**src/rtl/tape_overlay_pkg.sv**
```systemverilog
`default_nettype none
// ============================================================================
// Module      : tape_overlay_pkg
// Description : Shared types and constants for the tape status overlay:
//               write-sequencer states, character codes, meter geometry.
// Revision    : 1.0 - initial release
// ============================================================================
package tape_overlay_pkg;

  // Character-RAM write sequencer states
  typedef enum logic [1:0] {
    ST_IDLE   = 2'd0,
    ST_GEAR_L = 2'd1,
    ST_GEAR_R = 2'd2,
    ST_BAR    = 2'd3
  } seq_state_t;

  // Character codes written into VRAM
  localparam logic [7:0] c_chr_gear_a    = 8'h2A;
  localparam logic [7:0] c_chr_gear_b    = 8'h96;
  localparam logic [7:0] c_chr_bar_full  = 8'h7F;
  localparam logic [7:0] c_chr_bar_empty = 8'hA6;

  // Meter fill colour (same value on all three components)
  localparam logic [7:0] c_meter_grey = 8'h80;

  // Overlay geometry, relative to the overlay origin
  localparam int c_box_h_min   = 40;   // exclusive left edge
  localparam int c_box_h_max   = 216;  // exclusive right edge for one channel
  localparam int c_box_v_min   = 8;    // exclusive top edge
  localparam int c_box_v_max   = 96;   // exclusive bottom edge
  localparam int c_ch_pitch    = 12;   // horizontal spacing between channel meters
  localparam int c_meter_x0    = 196;  // left column of channel 0 meter
  localparam int c_meter_w     = 8;    // meter width in pixels
  localparam int c_meter_base  = 88;   // zero-level reference row
  localparam int c_meter_floor = 80;   // exclusive lower limit of the meter fill

endpackage : tape_overlay_pkg
`default_nettype wire

```
**src/rtl/tape_level_meter.sv**
```systemverilog
`default_nettype none
// ============================================================================
// Module      : tape_level_meter
// Description : One channel of level/peak tracking, updated once per frame.
//               Level decays by one per frame; peak is held for HOLD frames
//               then decays by one per frame.
// Revision    : 1.0 - initial release
// ============================================================================
module tape_level_meter #(
  parameter int HOLD = 32
) (
  input  logic       i_clk,
  input  logic       reset,
  input  logic       frame_tick_i,
  input  logic [7:0] data_i,
  output logic [5:0] bar_o,
  output logic [5:0] peak_bar_o
);

  localparam int HW = (HOLD < 1) ? 1 : $clog2(HOLD + 1);

  logic [7:0]    level_q, level_d;
  logic [7:0]    peak_q, peak_d;
  logic [HW-1:0] hold_q, hold_d;
  logic [7:0]    w_level_dec;

  // Next frame's level, peak and hold-down counter
  always_comb begin
    w_level_dec = (level_q == 8'd0) ? 8'd0 : level_q - 8'd1;
    level_d     = (data_i > w_level_dec) ? data_i : w_level_dec;
    peak_d      = peak_q;
    hold_d      = hold_q;
    if (data_i >= peak_q) begin
      peak_d = data_i;
      hold_d = HW'(HOLD);
    end else if (hold_q != '0) begin
      hold_d = hold_q - HW'(1);
    end else if (peak_q != 8'd0) begin
      peak_d = peak_q - 8'd1;
    end
  end

  // Meter state advances only on the frame tick
  always_ff @(posedge i_clk or posedge reset) begin
    if (reset) begin
      level_q <= 8'd0;
      peak_q  <= 8'd0;
      hold_q  <= '0;
    end else if (frame_tick_i) begin
      level_q <= level_d;
      peak_q  <= peak_d;
      hold_q  <= hold_d;
    end
  end

  // Display uses only the upper six bits (64 rows of resolution)
  assign bar_o      = level_q[7:2];
  assign peak_bar_o = peak_q[7:2];

endmodule : tape_level_meter
`default_nettype wire

```
**src/rtl/tape_status_overlay.sv**
```systemverilog
`default_nettype none
// ============================================================================
// Module      : tape_status_overlay
// Description : Tape transport status overlay. Tracks tape position as a
//               segmented progress bar written into character RAM, animates
//               two gear characters, and draws per-channel level meters with
//               peak hold over the incoming video.
// Revision    : 1.0 - initial release
// ============================================================================
module tape_status_overlay
  import tape_overlay_pkg::*;
#(
  parameter logic [23:0] RGB      = 24'hFFFFFF,
  parameter int          SEGS     = 16,
  parameter int          CH       = 2,
  parameter int          X0       = 150,
  parameter int          Y0       = 100,
  parameter int          BAR_ADDR = 136,
  parameter int          GEAR_L   = 331,
  parameter int          GEAR_R   = 340,
  parameter int          HOLD     = 32
) (
  input  logic            i_clk,
  input  logic            reset,
  input  logic            ce_pix,
  input  logic [9:0]      hcnt,
  input  logic [9:0]      vcnt,
  input  logic [7:0]      i_r,
  input  logic [7:0]      i_g,
  input  logic [7:0]      i_b,
  input  logic            ena,
  input  logic [24:0]     max,
  input  logic [24:0]     pos,
  input  logic [CH*8-1:0] tape_data,
  input  logic            chr_a,
  output logic [7:0]      o_r,
  output logic [7:0]      o_g,
  output logic [7:0]      o_b,
  output logic            vram_we,
  output logic [11:0]     vram_addr,
  output logic [7:0]      vram_data
);

  localparam int SH = $clog2(SEGS);   // SEGS is a power of two, >= 2
  localparam int BW = SH + 1;         // block count spans 0..SEGS

  localparam logic [9:0] c_box_h_lim = 10'(c_box_h_max + c_ch_pitch * (CH - 1));

  // ---------------- progress tracking ----------------
  logic [24:0]   pos_q;
  logic [24:0]   inc_q, inc_d;
  logic [BW-1:0] blocks_q, blocks_d;
  logic [24:0]   w_seg_raw, w_seg_len;
  logic          w_pos_chg;

  assign w_seg_raw = max >> SH;
  assign w_seg_len = (w_seg_raw == 25'd0) ? 25'd1 : w_seg_raw;
  assign w_pos_chg = (pos != pos_q);

  // One step of the segment counter per observed position change
  always_comb begin
    inc_d    = inc_q;
    blocks_d = blocks_q;
    if (w_pos_chg) begin
      if (pos == 25'd0) begin
        inc_d    = 25'd0;
        blocks_d = '0;
      end else if (pos > pos_q) begin
        // >= guards against a shrinking max leaving inc beyond the segment
        if (inc_q >= w_seg_len - 25'd1) begin
          inc_d = 25'd0;
          if (blocks_q != BW'(SEGS)) blocks_d = blocks_q + BW'(1);
        end else begin
          inc_d = inc_q + 25'd1;
        end
      end else begin
        if (inc_q == 25'd0) begin
          inc_d = w_seg_len - 25'd1;
          if (blocks_q != '0) blocks_d = blocks_q - BW'(1);
        end else begin
          inc_d = inc_q - 25'd1;
        end
      end
    end
  end

  // ---------------- VRAM write sequencer ----------------
  seq_state_t    state_q, state_d;
  logic [SH-1:0] k_q, k_d;
  logic          phase_q, phase_d;
  logic          pending_q, pending_d;

  // Sequencer next state; write port is decoded from the current state
  always_comb begin
    state_d   = state_q;
    k_d       = k_q;
    phase_d   = phase_q;
    pending_d = pending_q | w_pos_chg;
    vram_we   = 1'b0;
    vram_addr = 12'd0;
    vram_data = 8'd0;
    case (state_q)
      ST_IDLE: begin
        if (pending_q) begin
          state_d   = ST_GEAR_L;
          pending_d = w_pos_chg;   // a change in this very cycle queues a rerun
        end
      end
      ST_GEAR_L: begin
        vram_we   = 1'b1;
        vram_addr = 12'(GEAR_L);
        vram_data = phase_q ? c_chr_gear_a : c_chr_gear_b;
        state_d   = ST_GEAR_R;
      end
      ST_GEAR_R: begin
        vram_we   = 1'b1;
        vram_addr = 12'(GEAR_R);
        vram_data = phase_q ? c_chr_gear_b : c_chr_gear_a;
        phase_d   = ~phase_q;
        k_d       = '0;
        state_d   = ST_BAR;
      end
      ST_BAR: begin
        vram_we   = 1'b1;
        vram_addr = 12'(BAR_ADDR) + 12'(k_q);
        vram_data = ({1'b0, k_q} < blocks_q) ? c_chr_bar_full : c_chr_bar_empty;
        if (k_q == SH'(SEGS - 1)) state_d = ST_IDLE;
        else                      k_d     = k_q + SH'(1);
      end
      default: state_d = ST_IDLE;
    endcase
  end

  // Progress counters and sequencer registers
  always_ff @(posedge i_clk or posedge reset) begin
    if (reset) begin
      pos_q     <= 25'd0;
      inc_q     <= 25'd0;
      blocks_q  <= '0;
      state_q   <= ST_IDLE;
      k_q       <= '0;
      phase_q   <= 1'b0;
      pending_q <= 1'b0;
    end else begin
      pos_q     <= pos;
      inc_q     <= inc_d;
      blocks_q  <= blocks_d;
      state_q   <= state_d;
      k_q       <= k_d;
      phase_q   <= phase_d;
      pending_q <= pending_d;
    end
  end

  // ---------------- level meters ----------------
  logic       origin_seen_q;
  logic       w_origin, w_frame_tick;
  logic [9:0] w_nh, w_nv;
  logic [5:0] w_bar  [CH];
  logic [5:0] w_peak [CH];
  logic [CH-1:0] w_meter_hit, w_peak_hit;

  assign w_origin     = (hcnt == 10'd0) && (vcnt == 10'd0);
  assign w_frame_tick = ce_pix && w_origin && !origin_seen_q;
  assign w_nh         = hcnt - 10'(X0);
  assign w_nv         = vcnt - 10'(Y0);

  // Remember that the origin pixel was seen so the frame tick fires once
  always_ff @(posedge i_clk or posedge reset) begin
    if (reset)       origin_seen_q <= 1'b0;
    else if (ce_pix) origin_seen_q <= w_origin;
  end

  for (genvar c = 0; c < CH; c++) begin : g_ch
    localparam logic [9:0] c_xl = 10'(c_meter_x0 + c_ch_pitch * c);
    localparam logic [9:0] c_xr = 10'(c_meter_x0 + c_meter_w + c_ch_pitch * c);
    logic w_col;

    tape_level_meter #(
      .HOLD (HOLD)
    ) u_meter (
      .i_clk        (i_clk),
      .reset        (reset),
      .frame_tick_i (w_frame_tick),
      .data_i       (tape_data[8*c +: 8]),
      .bar_o        (w_bar[c]),
      .peak_bar_o   (w_peak[c])
    );

    assign w_col          = (w_nh >= c_xl) && (w_nh < c_xr);
    assign w_meter_hit[c] = w_col && (w_nv > 10'(c_meter_base) - {4'b0, w_bar[c]})
                                  && (w_nv < 10'(c_meter_floor));
    assign w_peak_hit[c]  = w_col && (w_nv == 10'(c_meter_base) - {4'b0, w_peak[c]});
  end

  // ---------------- compositing ----------------
  logic        w_in_box;
  logic [23:0] pix_d, pix_q;

  assign w_in_box = (w_nh > 10'(c_box_h_min)) && (w_nh < c_box_h_lim)
                 && (w_nv > 10'(c_box_v_min)) && (w_nv < 10'(c_box_v_max));

  // Pixel priority: peak line, meter fill, text, then dimmed background
  always_comb begin
    pix_d = {i_r, i_g, i_b};
    if (ena && w_in_box) begin
      if (|w_peak_hit)       pix_d = RGB;
      else if (|w_meter_hit) pix_d = {3{c_meter_grey}};
      else if (chr_a)        pix_d = RGB;
      else                   pix_d = {i_r >> 2, i_g >> 2, i_b >> 2};
    end
  end

  // One pixel-enable of latency in both overlay and passthrough paths
  always_ff @(posedge i_clk or posedge reset) begin
    if (reset)       pix_q <= 24'd0;
    else if (ce_pix) pix_q <= pix_d;
  end

  assign o_r = pix_q[23:16];
  assign o_g = pix_q[15:8];
  assign o_b = pix_q[7:0];

endmodule : tape_status_overlay
`default_nettype wire

```
**config.mk**
```make
export PLATFORM = sky130hd
export DESIGN_NAME = tape_status_overlay
export DESIGN_NICKNAME = d
export VERILOG_FILES = /design/src/rtl/tape_overlay_pkg.sv /design/src/rtl/tape_level_meter.sv /design/src/rtl/tape_status_overlay.sv
export SDC_FILE = /design/constraint.sdc
export NUM_CORES = 1
export LEC_CHECK = 0
export CAP_MARGIN = 20
export CORE_AREA = 4 4 230 165
export CTS_CLUSTER_SIZE = 14
export DETAILED_ROUTE_END_ITERATION = 10
export DIE_AREA = 0 0 234 169
export GPL_ROUTABILITY_DRIVEN = 0
export HOLD_SLACK_MARGIN = 0.15
export PLACE_DENSITY_LB_ADDON = 0.05
export SYNTH_ARGS = -nofsm -noshare
export SYNTH_HDL_FRONTEND = slang
export SYNTH_HIERARCHICAL = 1
export SYNTH_SLANG_ARGS = --single-unit
```
**constraint.sdc**
```tcl
create_clock -name i_clk -period 3.6 [get_ports i_clk]
set_input_delay 0.72 -clock i_clk [delete_from_list [all_inputs] [get_ports i_clk]]
set_output_delay 0.72 -clock i_clk [all_outputs]
set_load 0.1 [all_outputs]
```
==> results_dict.tcl, run 1 <==
set metrics [dict create \
    status "finished, violations left" \
    violations "negative setup slack" \
    grt-ovfl-total 0 \
    synthFlopType "dfrtp_1" \
    crit_path_end_kind "flip-flop" \
    netlist-cell-type-count 93 \
    relSlewSlack_pct 29.8 \
    num_vias 12400 \
    layout_setup_ws_ns -0.443 \
    port_buffers 151 \
    ys_seq_area_share_pct 26.7 \
    min_path_type "reg -> reg" \
    startpoint_type "input port" \
    core_area_um2 35600 \
    grt_max_degree 38 \
    yosys_warnings 6 \
    dp_hpwl_um 31800 \
    r2r_start "pos_q[16]$_DFF_PP0_" \
    max-vdd-ir-drop_mv 0.382 \
    worstPathArrival_ns 4.37 \
    startpoint "max[11]" \
    pwr_density_cell_nw_per_um2 392 \
    critPathBufInv 3 \
    rsz0062_at_grt "true" \
    clock_sinks 132 \
    min_period_over_period_pct 112 \
    cap_violations 0 \
    synth_edf_count 0 \
    holdBufCountCts 0 \
    die_area_um2 39500 \
    syn_inst 1506 \
    avgSynthCellArea_um2 8.23 \
    die_w_um 234 \
    ys_ff_latch 132 \
    total_leakage_power_nw 7.58 \
    cp_slowest_cell "or4_4" \
    htreeDepth 4 \
    grt_pass1_vias 12000 \
    drtIter0Drc 871 \
    hp-start "pix_q[6]$_DFFE_PP0P_" \
    finalNetCount 2072 \
    die_h_um 169 \
    ioPinCount 160 \
    ys_async_sr_fraction_pct 100 \
    n_antenna_cell 0 \
    clk_latency_ns 0.44 \
    cts_buffers 17 \
    hold_viol 0 \
    critPathMaxFanout 6 \
    layout-drive-gt1-share_pct 22.4 \
    post-place-ws_ns -1.29 \
    fp-row-count 58 \
    fmax_mhz 247 \
    post_drt_wl_per_cell_um 17.8 \
    drc 0 \
    grt.total_usage_pct 20.7 \
    grt_pass1_wl_um 65700 \
    min_period_ns 4.04 \
    wirelength_um 41300 \
    antenna_found_initial 0 \
    crit_chain "buf_6, or4_4, nand4b_1, nor2_4, nor2_2, ha_2, nand3_4, buf_6, nor3_4, xnor2_2, ha_1, nand4_1, nor4_2, a211oi_2, nand4_1, o21a_1, buf_6, and3_4, o31ai_4, a22o_1" \
    tightest_slew_ns 1.05 \
    critPathRequiredTime_ns 3.92 \
    slew_violations 0 \
    rrSetupSlack_ns 0.10 \
    start_util_pct 34.8 \
    drtPass1Iterations 5 \
    worst_hold_slack_ns 0.489 \
    cpPeakStageDelay_ns 0.52 \
    critPathTopFamily "simple AND/OR/NAND/NOR gates" \
    finalSetupViolCount 30 \
    finClkSkew_ns 0.00861 \
    cts_tree "built" \
    area_growth_pct 37.5 \
    crit_top_cell "buf_6" \
    clock_path_buffers 2 \
    fillers 3482 \
    critPathKind "in -> reg" \
    antenna_left 0 \
    clkTransAtPathRegs_ns 0.06 \
    viasPerCell 5.33 \
    synth.cell_area_um2 12400 \
    cts_root_buf "clkbuf_16" \
]
-- worst register-to-register path: stages (launching register included) --
cell	delay, ns
dfrtp_1	0.32
inv_1	0.04
ha_1	0.29
nand4_1	0.13
or4_4	0.54
or4_2	0.73
nand2_2	0.12
inv_1	0.06
fa_1	0.38
inv_1	0.08
a21o_1	0.13
a21oi_2	0.09
a311oi_1	0.27
o211ai_1	0.12
a21oi_1	0.15
-- synthesized netlist by cell type (all sizes together), types with 13 or more instances --
cell    number  area share, %
a211o       19            1.3
a211oi      14           0.85
a21o        22            1.4
a21oi       90            3.7
a31oi       22            1.1
and2        13           0.66
and3        40            2.0
buf         54            3.1
clkbuf      34            1.2
dfrtp      132             27
ha         126             13
inv        105            3.2
nand2      138            4.4
nand2b      26            1.3
nand3       57            2.3
nand4       27            1.4
nor2        87            2.6
nor2b       13           0.66
nor3        52            2.2
nor4        39            2.6
o211ai      13           0.79
o21a        25            1.5
o21ai       82            3.3
o22ai       13           0.66
o31ai       13           0.79
or4         19            1.3
xnor2       48            3.4
xor2        31            2.2
-- final timing paths --
path | to | cells after the start
max | blocks_q[3]$_DFFE_PP0P_ | 20
min | pix_q[6]$_DFFE_PP0P_ | 1
max reg2reg | blocks_q[4]$_DFFE_PP0P_ | 14
min reg2reg | pix_q[6]$_DFFE_PP0P_ | 1
max in group asynchronous | inc_q[13]$_DFFE_PP0N_ | 3
min in group asynchronous | g_ch[0].u_meter/level_q[4]$_DFFE_PP0P_ | 2
-- layout make-up --
| type | count | area (um^2) | share of cell area, % |
|---|---|---|---|
| clock buffer | 21 | 460 | 2.70 |
| clock inverter | 11 | 126 | 0.742 |
| inverter | 108 | 410 | 2.41 |
| multi-input combinational | 1182 | 8710 | 51.1 |
| sequential | 132 | 3300 | 19.4 |
| tap | 480 | 601 | 3.52 |
| timing repair buffer | 389 | 3430 | 20.1 |
-- metrics by stage --
step	setup TNS [ns]	util, %	total power (W)	cells	area [um^2]
final	-10.79	47.8	0.00668	2323	17000
after global routing	-15.14	47.8	0.00709	2323	17000
after CTS	-9.08	46.8	0.00665	2314	16700
after detailed placement	-47.55	44.1	0.00471	2266	15700
after global placement	-44.05	44.1	0.00469	2266	15700
after floorplan	-12.49	-	0.00367	1512	12500
-- metal layers --
metal / track usage [%] / part of all wire (%) / wire length, um
met5: 0 / 0 / 0
met4: 3.90 / 1.0 / 421
met3: 3.52 / 5.2 / 2140
met2: 29.0 / 40 / 16600
met1: 33.0 / 54 / 22100
-- registers in the layout, indices dropped and copies added, names as in the netlist --
name and count:
k_q 4, origin_seen_q 1, g_ch.u_meter/level_q 16, state_q 2, pix_q 24, phase_q 1
inc_q 25, pending_q 1, blocks_q 5, pos_q 25, g_ch.u_meter/peak_q 16, g_ch.u_meter/hold_q 12
-- kinds of logic after synthesis --
group	after synthesis	synth area share (%)
simple gates	558	24.4
compound gates	402	22.0
buf+inv	198	7.72
flops	132	26.7
fa+ha+maj	127	12.9
xor+xnor	79	5.58
mux	8	0.656
other cells	2	0.0606
-- placed cells by master, fill, tap and decap left out, types with 10 or more instances in the layout --
| master | count |
|---|---|
| a211o_1 | 18 |
| a211oi_1 | 10 |
| a21o_1 | 20 |
| a21oi_1 | 82 |
| a2bb2oi_1 | 10 |
| a31oi_1 | 20 |
| and2_1 | 12 |
| and3_1 | 38 |
| buf_4 | 231 |
| buf_6 | 17 |
| clkbuf_16 | 17 |
| clkdlybuf4s50_1 | 115 |
| dfrtp_1 | 132 |
| dlygate4sd2_1 | 10 |
| ha_1 | 120 |
| inv_1 | 102 |
| nand2_1 | 132 |
| nand2b_1 | 25 |
| nand3_1 | 54 |
| nand4_1 | 27 |
| nor2_1 | 81 |
| nor2b_1 | 13 |
| nor3_1 | 42 |
| nor4_1 | 25 |
| nor4_2 | 10 |
| o211ai_1 | 13 |
| o21a_1 | 25 |
| o21ai_0 | 60 |
| o21ai_1 | 17 |
| o22ai_1 | 13 |
| o2bb2ai_1 | 10 |
| o31ai_1 | 11 |
| or4_1 | 12 |
| xnor2_1 | 44 |
| xor2_1 | 26 |
-- what timing repair did --
action                                  CTS  global route
gates resized for setup                  82            51
pin swaps                                55            33
buffers inserted                         16             7
endpoints found under the setup margin   50            57
-- power breakdown --
part	switching [W]	total [W]	internal (W)	leakage (nW)
clock	0.000716	0.00177	0.00106	0.276
combinational	0.00171	0.00299	0.00128	5.72
sequential	0.000272	0.00192	0.00165	1.58
total	0.00270	0.00668	0.00399	7.58
Power figures use the tool's default switching activity.
==> run 2, diff against run 1 <==
--- a/config.mk
+++ b/config.mk
@@ -11,8 +11,9 @@
 export DETAILED_ROUTE_END_ITERATION = 10
 export DIE_AREA = 0 0 234 169
 export GPL_ROUTABILITY_DRIVEN = 0
-export HOLD_SLACK_MARGIN = 0.15
+export HOLD_SLACK_MARGIN = 0.05
 export PLACE_DENSITY_LB_ADDON = 0.05
+export REMOVE_ABC_BUFFERS = 1
 export SYNTH_ARGS = -nofsm -noshare
 export SYNTH_HDL_FRONTEND = slang
 export SYNTH_HIERARCHICAL = 1
==> run 2 against run 1 <==
Compared with the run above:
- the flow still finishes with violations (negative setup slack)
- core utilization up 0.51 points
- sequential power about the same
- final cell count up 0.60%
- global-route usage about the same
- power up 0.49%
- setup slack better by 0.017 ns
- count of clock-buffer cells in the layout down 3
- worst hold slack better by 0.0053 ns
- cell area up 1.1%
- fmax up 0.42%
- clock power about the same
- via count up 1.6%
- critical path type unchanged
- largest power group unchanged
- highest routed layer is now met5
==> results_dict.tcl, run 2 (synthesized netlist as in run 1, its figures left out) <==
set metrics [dict create \
    grt-ovfl-total 0 \
    clock_path_buffers 2 \
    relSlewSlack_pct 28.2 \
    layout_setup_ws_ns -0.426 \
    r2r_end "inc_q[21]$_DFFE_PP0N_" \
    startpoint_type "input port" \
    pwr_density_cell_nw_per_um2 390 \
    rsz0062_at_grt "true" \
    p_comb_share_pct 45.7 \
    fillers 3430 \
    antenna_found_initial 1 \
    sw_frac_of_total_pct 41.0 \
    min_period_ns 4.03 \
    cts_root_buf "clkbuf_16" \
    num_vias 12600 \
    grt_pass1_vias 11900 \
    crit_chain "buf_6, or4_4, nand4b_1, nor2_2, nor2_4, ha_4, nand3_4, buf_6, nor2_4, xnor2_2, ha_1, nand4_1, buf_4, a2111oi_4, buf_4, o21a_4, buf_12, buf_8, buf_4, nor3_4, o21ai_1, o21ai_1" \
    drtIter0Drc 973 \
    ioPinCount 160 \
    wirelength_um 41700 \
    reg.largest.list "inc_q (25), pos_q (25), pix_q (24)" \
    start_util_pct 34.8 \
    holdBufCountCts 0 \
    p_sw_w 0.00275 \
    power_frac_seq_pct 28.4 \
    drtPass1Iterations 7 \
    status "finished, violations left" \
    fmax_mhz 248 \
    port_buffers 151 \
    drc 0 \
    dpl.cell_count 2279 \
    instances_no_fill 2337 \
    holdPathStages 2 \
    final_common_cell "buf_4" \
    dp_hpwl_um 31800 \
    grt_max_degree 57 \
    clkTransAtPathRegs_ns 0.06 \
    die_h_um 169 \
    n_antenna_cell 0 \
    critPathKind "in -> reg" \
    core_area_um2 35600 \
    grt.total_usage_pct 20.7 \
    clk_latency_ns 0.45 \
    area_growth_pct 38.9 \
    total_power_w 0.00672 \
    tightest_slew_ns 1.07 \
    finalSetupViolCount 30 \
    layout-drive-gt1-share_pct 23.2 \
    cp_slowest_cell "or4_4" \
    finClkSkew_ns 0.0107 \
    violations "negative setup slack" \
    clock_sinks 132 \
    min_path_type "reg -> reg" \
    viasPerCell 5.38 \
    rrSetupSlack_ns 0.20 \
    max-vdd-ir-drop_mv 0.353 \
    critPathRequiredTime_ns 3.93 \
    htreeDepth 4 \
    min_to "pix_q[16]$_DFFE_PP0P_" \
    die_w_um 234 \
    critPathMaxFanout 8 \
    reg2regPathDepth 9 \
    worstPathArrival_ns 4.35 \
    cpPeakStageDelay_ns 0.53 \
    grt_pass1_wl_um 65500 \
    hold_viol 0 \
    cts_buffers 17 \
    most-common-layout-cells "buf_4 (250), nand2_1 (133), dfrtp_1 (132), clkdlybuf4s50_1 (120), ha_1 (119)" \
    cts_tree "built" \
    die_area_um2 39500 \
    finish.utilization_pct 48.3 \
    antenna_left 0 \
    fp-row-count 58 \
    slew_violations 0 \
    crit_top_cell "buf_4" \
    cap_violations 0 \
    p_int_w 0.00397 \
    placed_area_um2 15800 \
    min_period_over_period_pct 112 \
    fin_area_um2 17200 \
    total_leakage_power_nw 7.62 \
    r2r_start "inc_q[1]$_DFFE_PP0N_" \
    hp-start "pix_q[16]$_DFFE_PP0P_" \
    finalNetCount 2086 \
    crit_path_end_kind "flip-flop" \
    post_drt_wl_per_cell_um 17.8 \
    clkPwrFrac_pct 25.9 \
]
## run 2: changes by cell type in the layout (fill, tap and decap cells not counted), sizes merged
cell / change
buf: +15
clkdlybuf4s50: +5
clkinv: +5
clkbuf: -4
dlygate4sd2: -4
clkinvlp: -3
dlymetal6s2s: -3
clkdlybuf4s15: +2
inv: +2
bufinv: -1
## run 2: worst max-delay path, delay by kind of cell
family / cells / cell delay (ns)
simple gates: 8 / 1.37
buf+inv: 7 / 0.94
compound gates: 4 / 0.68
fa+ha+maj: 2 / 0.51
xor+xnor: 1 / 0.13
## run 2: area by class of cell
cell class / instances / area [um^2] / share of cell area, %
well taps: 480 / 601 / 3.49
inverters: 108 / 413 / 2.40
clock buffers: 18 / 439 / 2.55
flip-flops and latches: 132 / 3300 / 19.2
repair buffers: 403 / 3530 / 20.5
clock inverters: 14 / 128 / 0.741
multi-input cells: 1182 / 8810 / 51.2
## run 2: per-stage QoR
| stage | setup slack, ns | hold slack (ns) | TNS [ns] |
|---|---|---|---|
| floorplan | -1.21 | 0.472 | -55.39 |
| global placement | -1.36 | 0.474 | -47.52 |
| detailed placement | -1.52 | 0.482 | -52.66 |
| CTS | -0.400 | 0.496 | -9.52 |
| global route | -0.596 | 0.515 | -15.29 |
| finish | -0.426 | 0.495 | -10.29 |
## run 2: what timing repair did
action,in CTS,in global routing
gates resized for setup,80,80
setup buffers,14,12
pin swaps,54,51
setup endpoints to repair,45,59
## run 2: layer usage
| metal | up-vias | part of all wire, % | track usage, % |
|---|---|---|---|
| met2 | 347 | 41 | 29.2 |
| met5 | - | 0.041 | 0 |
| met3 | 31 | 6.2 | 3.89 |
| met4 | 2 | 0.86 | 3.41 |
| li1 | 6197 | - | - |
| met1 | 5994 | 52 | 32.8 |
## run 2: power by group through the flow
stage	Sequential, W	Combinational, W	Clock (W)
2_1_floorplan	0.00206	0.00148	0
3_3_place_gp	0.00192	0.00278	0
3_5_place_dp	0.00192	0.00279	0
4_1_cts	0.00190	0.00289	0.00179
5_1_grt	0.00193	0.00333	0.00185
6_report	0.00191	0.00307	0.00174
## run 2: worst max path at each step
stage | from | end | cells after the start
global placement | max[11] | blocks_q[2]$_DFFE_PP0P_ | 21
global route | max[13] | blocks_q[3]$_DFFE_PP0P_ | 19
detailed placement | max[12] | blocks_q[1]$_DFFE_PP0P_ | 21
CTS | max[14] | blocks_q[3]$_DFFE_PP0P_ | 20
floorplan | max[11] | inc_q[6]$_DFFE_PP0N_ | 18
finish | max[13] | inc_q[5]$_DFFE_PP0N_ | 22
